==> config.mk <==
export PLATFORM = sky130hd
export DESIGN_NAME = spi_mstr_gen
export DESIGN_NICKNAME = d
export VERILOG_FILES = /design/src/rtl/spi_mstr_gen.sv
export SDC_FILE = /design/constraint.sdc
export NUM_CORES = 1
export LEC_CHECK = 0
export CAP_MARGIN = 20
export CORE_MARGIN = 1.5
export CORE_UTILIZATION = 53
export DETAILED_ROUTE_END_ITERATION = 7
export PLACE_DENSITY = 0.75
export SYNTH_ARGS = -nofsm -noshare
export SYNTH_HDL_FRONTEND = slang
export SYNTH_SLANG_ARGS = --single-unit
==> constraint.sdc <==
create_clock -name clk -period 2.9 [get_ports clk]
set_input_delay 0.58 -clock clk [delete_from_list [all_inputs] [get_ports clk]]
set_output_delay 0.58 -clock clk [all_outputs]
set_load 0.01 [all_outputs]
==> src/rtl/spi_mstr_gen.sv <==
// Parametrised SPI master: 1..MAX_W-bit frames, all CPOL/CPHA modes, MSB/LSB first,
// programmable SCLK divider, MISO capture and SS_n-held bursts.
module spi_mstr_gen #(
    parameter int MAX_W = 32,
    parameter int DIV_W = 8
) (
    input  logic                       clk,
    input  logic                       rst,
    input  logic                       wrt,
    input  logic [MAX_W-1:0]           data_out,
    input  logic [$clog2(MAX_W)-1:0]   len,
    input  logic                       cpol,
    input  logic                       cpha,
    input  logic                       lsb_first,
    input  logic [DIV_W-1:0]           div,
    input  logic                       hold_ss,
    input  logic                       ss_rel,
    input  logic                       MISO,
    output logic                       SS_n,
    output logic                       SCLK,
    output logic                       MOSI,
    output logic                       busy,
    output logic                       done,
    output logic [MAX_W-1:0]           data_in
);
    localparam int LW = $clog2(MAX_W);
    localparam int EW = LW + 2;
    localparam logic [LW-1:0] LEN_MAX = LW'(MAX_W - 1);

    typedef enum logic [2:0] {IDLE, SETUP, XFER, BACK, HOLD} state_t;

    state_t            state_q, state_d;
    logic [DIV_W-1:0]  cnt_q, cnt_d, div_q, div_d;
    logic [EW-1:0]     edge_q, edge_d;
    logic [MAX_W-1:0]  tx_q, tx_d, rx_q, rx_d, data_in_q, data_in_d;
    logic [LW-1:0]     rx_idx_q, rx_idx_d, len_q, len_d;
    logic              cpol_q, cpol_d, cpha_q, cpha_d, lsb_q, lsb_d, hold_q, hold_d;
    logic              ss_n_q, ss_n_d, sclk_q, sclk_d, mosi_q, mosi_d;
    logic              busy_q, busy_d, done_q, done_d;

    logic [LW-1:0]     len_clamp_s;
    logic [MAX_W-1:0]  tx_load_s, tx_next_s;
    logic [EW-1:0]     edge_nxt_s, two_n_s;

    function automatic logic tx_head(input logic [MAX_W-1:0] v, input logic lsb);
        if (lsb) begin
            tx_head = v[0];
        end else begin
            tx_head = v[MAX_W-1];
        end
    endfunction

    function automatic logic [MAX_W-1:0] tx_shift(input logic [MAX_W-1:0] v, input logic lsb);
        if (lsb) begin
            tx_shift = v >> 1;
        end else begin
            tx_shift = v << 1;
        end
    endfunction

    // Non-power-of-2 widths can encode lengths beyond the last bit; clamp them.
    if ((1 << LW) == MAX_W) begin : g_len_pow2
        assign len_clamp_s = len;
    end else begin : g_len_clamp
        assign len_clamp_s = (len > LEN_MAX) ? LEN_MAX : len;
    end

    // Next-state and next-output logic for the frame sequencer.
    always_comb begin
        state_d = state_q;  cnt_d = cnt_q;  div_d = div_q;  edge_d = edge_q;
        tx_d = tx_q;  rx_d = rx_q;  rx_idx_d = rx_idx_q;  len_d = len_q;
        cpol_d = cpol_q;  cpha_d = cpha_q;  lsb_d = lsb_q;  hold_d = hold_q;
        ss_n_d = ss_n_q;  sclk_d = sclk_q;  mosi_d = mosi_q;
        busy_d = busy_q;  done_d = 1'b0;  data_in_d = data_in_q;

        // MSB-first frames are pre-aligned so the first bit sits at the top.
        if (lsb_first) begin
            tx_load_s = data_out;
        end else begin
            tx_load_s = data_out << (LEN_MAX - len_clamp_s);
        end
        tx_next_s  = tx_shift(tx_q, lsb_q);
        edge_nxt_s = edge_q + EW'(1);
        two_n_s    = (EW'(len_q) + EW'(1)) << 1;

        if (((state_q == IDLE) || (state_q == HOLD)) && wrt) begin
            state_d  = SETUP;
            cnt_d    = '0;
            edge_d   = '0;
            div_d    = div;
            len_d    = len_clamp_s;
            cpol_d   = cpol;
            cpha_d   = cpha;
            lsb_d    = lsb_first;
            hold_d   = hold_ss;
            tx_d     = tx_load_s;
            rx_d     = '0;
            rx_idx_d = '0;
            ss_n_d   = 1'b0;
            busy_d   = 1'b1;
            sclk_d   = cpol;
            mosi_d   = cpha ? 1'b0 : tx_head(tx_load_s, lsb_first);
        end else begin
            case (state_q)
                IDLE: begin
                    sclk_d = cpol;
                    ss_n_d = 1'b1;
                    mosi_d = 1'b0;
                    busy_d = 1'b0;
                end
                HOLD: begin
                    if (ss_rel) begin
                        state_d = IDLE;
                        ss_n_d  = 1'b1;
                        mosi_d  = 1'b0;
                    end else begin
                        sclk_d = cpol_q;
                    end
                end
                SETUP, XFER: begin
                    if (cnt_q == div_q) begin
                        cnt_d   = '0;
                        sclk_d  = ~sclk_q;
                        edge_d  = edge_nxt_s;
                        state_d = (edge_nxt_s == two_n_s) ? BACK : XFER;
                        // Odd edges are leading; the phase decides launch vs capture.
                        if (edge_nxt_s[0] != cpha_q) begin
                            if (lsb_q) begin
                                rx_d[rx_idx_q] = MISO;
                                rx_idx_d       = rx_idx_q + LW'(1);
                            end else begin
                                rx_d = {rx_q[MAX_W-2:0], MISO};
                            end
                        end else if (cpha_q) begin
                            mosi_d = tx_head(tx_q, lsb_q);
                            tx_d   = tx_next_s;
                        end else if (edge_nxt_s != two_n_s) begin
                            mosi_d = tx_head(tx_next_s, lsb_q);
                            tx_d   = tx_next_s;
                        end else begin
                            mosi_d = mosi_q;
                        end
                    end else begin
                        cnt_d = cnt_q + DIV_W'(1);
                    end
                end
                BACK: begin
                    if (cnt_q == div_q) begin
                        cnt_d     = '0;
                        done_d    = 1'b1;
                        busy_d    = 1'b0;
                        data_in_d = rx_q;
                        if (hold_q) begin
                            state_d = HOLD;
                        end else begin
                            state_d = IDLE;
                            ss_n_d  = 1'b1;
                            mosi_d  = 1'b0;
                        end
                    end else begin
                        cnt_d = cnt_q + DIV_W'(1);
                    end
                end
                default: begin
                    state_d = IDLE;
                    ss_n_d  = 1'b1;
                    busy_d  = 1'b0;
                end
            endcase
        end
    end

    // State and registered outputs with synchronous reset.
    always_ff @(posedge clk) begin
        if (rst) begin
            state_q <= IDLE;  cnt_q <= '0;  div_q <= '0;  edge_q <= '0;
            tx_q <= '0;  rx_q <= '0;  rx_idx_q <= '0;  len_q <= '0;
            cpol_q <= 1'b0;  cpha_q <= 1'b0;  lsb_q <= 1'b0;  hold_q <= 1'b0;
            ss_n_q <= 1'b1;  sclk_q <= 1'b0;  mosi_q <= 1'b0;
            busy_q <= 1'b0;  done_q <= 1'b0;  data_in_q <= '0;
        end else begin
            state_q <= state_d;  cnt_q <= cnt_d;  div_q <= div_d;  edge_q <= edge_d;
            tx_q <= tx_d;  rx_q <= rx_d;  rx_idx_q <= rx_idx_d;  len_q <= len_d;
            cpol_q <= cpol_d;  cpha_q <= cpha_d;  lsb_q <= lsb_d;  hold_q <= hold_d;
            ss_n_q <= ss_n_d;  sclk_q <= sclk_d;  mosi_q <= mosi_d;
            busy_q <= busy_d;  done_q <= done_d;  data_in_q <= data_in_d;
        end
    end

    assign SS_n    = ss_n_q;
    assign SCLK    = sclk_q;
    assign MOSI    = mosi_q;
    assign busy    = busy_q;
    assign done    = done_q;
    assign data_in = data_in_q;
endmodule

Yosys cells after proc, flatten, opt, wreduce, memory -nomap -nowiden. Index checks and enable logic that the tools add are counted.

Bits in registers: 141. Output and inout bits: 37. Bits of input ports: 54.

Bitwise logic cells: 4. $add $sub $neg: 5. Shifts and indexed selects: 1. Equality and inequality tests: 22. $lt $le $gt $ge: 2. Reduce and logical (&&, ||, !) cells: 25. Multiplexer cells: 46.

Operators with widths (count): two-way mux 32 bit (9); bitwise mux 32 bit (1); << shifter 32 x 5 -> 32 bit (1); two-way mux 1 bit (25); AND reduction 4 bit (5); two-way mux 3 bit (4); != test 3 bit (second input constant) (4); case mux 3 bit (4 select lines) (1); != test 2 bit (second input constant) (5); AND reduction 3 bit (3); OR reduction 3 bit (3); adder 8 x 1 -> 8 bit (second input constant) (1); == test 8 bit (1); two-way mux 8 bit (1); adder 7 x 1 -> 7 bit (second input constant) (1); == test 7 bit (1); != test 7 bit (1); AND reduction 7 bit (1); adder 5 x 1 -> 6 bit (second input constant) (1); == test 3 x 2 -> 1 bit (second input constant) (2); < comparator 5 x 6 -> 1 bit (second input constant) (1); != test 3 x 2 -> 1 bit (second input constant) (2); case mux 1 bit (3 select lines) (2); adder 5 x 1 -> 5 bit (second input constant) (1); 20 further kinds (28).

Logic depth before layout (Yosys ltp).
Depth in word-level cells: 8. Gate-level depth with buffers: 11. Depth with buffers taken out: 8.

Worst setup path before layout. Ideal clock, no wire load.

Path kind: input port to flip-flop. From: in len[1]. To: reg tx_q[12]. Setup slack: 0.551 ns. Data arrival time: 2.217 ns. Setup time: 0.132 ns. Cell stages on the path: 7. Path through: buf_6 > mux4_1 > mux4_2 > a221oi_1 > a21oi_1 > nand3_1 > a21oi_1.

Word-level cells in the longest chain between the ends: 4.

Ends and longest elaborated chain: start, declared (RTL line 11) `input logic [$clog2(MAX_W)-1:0] len,`; subtractor 5 bit (RTL line 80) `tx_load_s = data_out << (LEN_MAX - len_clamp_s);`; << shifter 32 x 5 -> 32 bit (RTL line 80); two-way mux 32 bit (RTL line 77) `if (lsb_first) begin`; two-way mux 32 bit (RTL line 86) `if (((state_q == IDLE) || (state_q == HOLD)) && wrt) begin`; end signal, assigned (RTL line 183) `tx_q <= tx_d; rx_q <= rx_d; rx_idx_q <= rx_idx_d; len_q <= len_d;`; end, declared (RTL line 35) `logic [MAX_W-1:0] tx_q, tx_d, rx_q, rx_d, data_in_q, data_in_d;`.

No other way between the ends. A chain may end at the register's enable or synchronous reset.

Worst setup path in the final report.
From: reg edge_q[0]. To: reg tx_q[25].

Word-level cells in the longest chain between the ends: 4. Elaborated cells between the ends (all ways): 6. Classes of those cells: 1 x add/sub; 3 x eq/ne; 2 x reduce/logical.

Ends and longest elaborated chain: start, declared (RTL line 34) `logic [EW-1:0] edge_q, edge_d;`; start signal, assigned (RTL line 182) `state_q <= state_d; cnt_q <= cnt_d; div_q <= div_d; edge_q <= edge_d;`; adder 7 x 1 -> 7 bit * (RTL line 83) `edge_nxt_s = edge_q + EW'(1);`; != test 7 bit / != test 1 bit (equally long branches) (RTL line 137, 127); nonzero test 3 bit (no line) / != test 2 bit (equally long branches); AND reduction 4 bit (no line) *.

Mark *: on every way between the ends. The rest lies on a longest branch, timed or not.

==> impl_metrics.toml <==
[floorplanning]
die_y_um = 136
coreArea_um2 = 17200
die_x_um = 136
rows = 48
die-area_um2 = 18400
io_pins = 91
initial_utilization = 0.542

[yosys]
avgSynthCellArea_um2 = 8.20
synth.yosys.seq_area_share = 0.302
syn-num-nets = 1201
synthArstFlopShare = 0
synth_seq_cells = 141
synthFlopType = "dfxtp_1"
syn_inst = 1140
synth_edf_count = 0
netlist_area_um2 = 9350
ys_warn_count = 0
synth_cell_types = 74

[grt]
grt_pass1_vias = 8102
globalRouteOverflowTotal = 0
gr-max-usage-layer = "met2"
grtUsageMet1 = 0.372
grt_max_degree = 46
antenna_found_initial = 0
gr-usage-met2 = 0.475
use_met3 = 0.0477
grtUsageTotal = 0.288
grt_pass1_wl_um = 42100

[setup_path]
cp-endpoint = "tx_q[25]"
critical_path.max_stage_delay_ns = 0.51
cp.depth = 9
crit_fanout = 8
critPathSlowestCell = "or4_1"
rr_endpoint = "tx_q[25]"
crit_chain = "ha_1, nand3_1, nor2_2, xor3_1, nand3_1, a21oi_4, buf_4, or4_1, a21oi_1"
reg2reg_slack_ns = 0.27
worstSetupStartpoint = "edge_q[0]"
crit_buf_inv = 1
critPathTopFamily = "simple AND/OR/NAND/NOR gates"
worstSetupEndpointType = "flip-flop"
cpMostUsedCell = "nand3_1"
critical_path_class = "reg2reg"
cp.arrival_ns = 2.98
required_ns = 3.25
r2r-start = "edge_q[0]"
reg2reg_depth = 9
crit_path_start_kind = "flip-flop"

[timing]
fin_ws_ns = 0.273
grt_setup_unrepaired = "no"
setup_violations = 0
min_period_over_period = 0.906
period_minus_slack_ns = 2.63
relSlewSlack = 0.341
slew_violations = 0
hold_viol = 0
setup_tns_ns = 0
fmax_mhz = 381
tightest_slew_ns = 0.987
holdWs_ns = 0.451
worst_clock_skew_ns = 0.00755

[power]
vdd_ir_drop_max_v = 0.000481
p_leak_uw = 0.00406
p_int_uw = 4150
pwr-share-clk = 0.326
seq_power_share = 0.368
p_comb_frac = 0.306
netSwitchingPower_uw = 2090
p_per_area_nw_per_um2 = 551
power_uw = 6240
switching_share = 0.335

[job]
maxCapViolations = 0

[drt]
detail_route.vias_per_cell = 6.03
drc_errors = 0
routed_wl_um = 26300
drt-initial-drc-count = 825
ant_nets = 0
num_vias = 8917
wl_per_cell_um = 17.8
drt_pass1_iterations = 6

[clock_network]
cts_buffer_depth = 2
ctsRootBufferMaster = "clkbuf_16"
htree_levels = 4
clk_pin_slew_ns = 0.06
cts_num_sinks = 141
clk_latency_ns = 0.42
cts_tree = "done"
cts_inserted_buffers = 17

[run_status]
outcome = "completed"

[placement]
hpwl_um = 19100
io_buffers = 90
gp_congestion = 1.02
preCtsSetupSlack_ns = 0.0105

[finish]
drive_gt1_frac = 0.151
fill_cells = 1481
n_antenna_cell = 0
area_delta_synth_final_pct = 21.1
nets = 1303

[hold_path]
hp-class = "reg2reg"
[state kept, by name (all words and copies together) (netlist names)]
| name | flops |
|---|---|
| div_q | 8 |
| tx_q | 32 |
| edge_q | 7 |
| rx_idx_q | 5 |
| hold_q | 1 |
| done | 1 |
| SCLK | 1 |
| lsb_q | 1 |
| data_in | 32 |
| cpha_q | 1 |
| len_q | 5 |
| SS_n | 1 |
| cpol_q | 1 |
| MOSI | 1 |
| cnt_q | 8 |
| rx_q | 32 |
| busy | 1 |
| state_q | 3 |
[layout by cell type, fill, tap and decap left out, types with 10 or more instances in the layout]
| master | synthesis | layout |
|---|---|---|
| a211oi_1 | 10 | 10 |
| a21oi_1 | 134 | 134 |
| a221oi_1 | 10 | 10 |
| a31oi_1 | 10 | 10 |
| buf_4 | 7 | 85 |
| clkbuf_16 | 0 | 17 |
| clkdlybuf4s50_1 | 0 | 87 |
| dfxtp_1 | 141 | 140 |
| inv_1 | 10 | 10 |
| mux2i_1 | 54 | 54 |
| mux4_1 | 19 | 19 |
| mux4_2 | 23 | 23 |
| nand2_1 | 183 | 183 |
| nand2b_1 | 15 | 15 |
| nand3_1 | 90 | 90 |
| nor2_1 | 90 | 89 |
| nor2b_1 | 13 | 13 |
| nor3_1 | 13 | 13 |
| o21ai_0 | 70 | 70 |
| xnor2_1 | 13 | 13 |
| xor2_1 | 18 | 18 |
[cell usage after synthesis (3+ instances only)]
library cell	n	area [µm²]
o221ai_1	3	26.3
o211ai_1	9	67.6
nand2_1	183	687
nand4_1	9	56.3
a21oi_1	134	671
inv_1	10	37.5
a221oi_1	10	87.6
or3_1	5	31.3
xor2_1	18	158
a211oi_2	7	87.6
mux2_2	9	101
a32oi_1	4	35.0
buf_6	12	135
nand2b_1	15	93.8
mux4_2	23	518
clkbuf_1	53	199
ha_1	7	87.6
mux2i_1	54	541
buf_4	7	52.6
a21oi_2	7	61.3
buf_1	7	26.3
buf_2	17	85.1
a22oi_1	6	45.0
a211oi_1	10	75.1
and3_1	4	25.0
mux4_1	19	499
xnor3_1	3	67.6
a31oi_1	10	62.6
nand3_1	90	450
nor2b_1	13	81.3
dfxtp_1	141	2820
nor2_1	90	338
nor3_1	13	65.1
o21ai_0	70	350
a21o_1	4	30.0
and2_1	3	18.8
xnor2_1	13	114
o22ai_1	4	25.0
[routing by layer]
layer | wire length (µm) | vias up
met2 | 12500 | 359
li1 | - | 4326
met1 | 11300 | 4165
met5 | 0 | -
met4 | 817 | 0
met3 | 1690 | 67
[tightest hold or removal path, cell delays in order (launching register included)]
cell     delay, ns
dfxtp_1       0.30
nand2_1       0.05
a21oi_1       0.05
[power by group through the flow]
stage	sequential (µW)	combinational [µW]	clock, µW
after floorplan	2260	1360	0
after global placement	2320	1840	0
after detailed placement	2330	1870	0
after CTS	2290	1880	2070
after global routing	2310	2070	2130
final	2300	1910	2030
[stage by stage]
stage	util	area, µm²	std cells
after floorplan	-	9350	1140
after global placement	0.624	10800	1446
after detailed placement	0.624	10800	1446
after CTS	0.656	11300	1476
after global routing	0.657	11300	1478
final	0.657	11300	1478
[cell type report]
type,instances,area [µm²],area share
Multi-Input combinational cell,889,5960,0.526
Sequential cell,141,2820,0.250
Timing Repair Buffer,181,1660,0.147
Clock buffer,20,457,0.0404
Tap cell,225,282,0.0249
Clock inverter,10,92.6,0.00818
Inverter,12,45.0,0.00398
[how the worst min path moves through the flow]
stage	endpoint	start	cells past startpoint
2_1_floorplan	data_in[31]	rx_q[31]	2
3_3_place_gp	data_in[17]	data_in[17]	2
3_5_place_dp	data_in[6]	data_in[6]	2
4_1_cts	data_in[6]	data_in[6]	2
5_1_grt	data_in[25]	data_in[25]	2
6_report	data_in[24]	data_in[24]	2
[logic make-up after synthesis]
| family | Yosys count | share of synthesized area |
|---|---|---|
| adders and majority gates | 8 | 0.0104 |
| xor gates and xnor gates | 36 | 0.0406 |
| and+or+nand+nor | 444 | 0.214 |
| muxes | 105 | 0.177 |
| AOI/OAI and AO/OA | 296 | 0.193 |
| DFF | 141 | 0.302 |
| buffers and inverters | 110 | 0.0624 |
[timing repair]
action	in CTS	in global routing
hold buffers	0	0
endpoints found under the setup margin	0	1
buffers inserted	0	2
resized for setup	0	1
hold endpoints to repair	0	0
No activity file was read; power rests on OpenSTA's default activity.
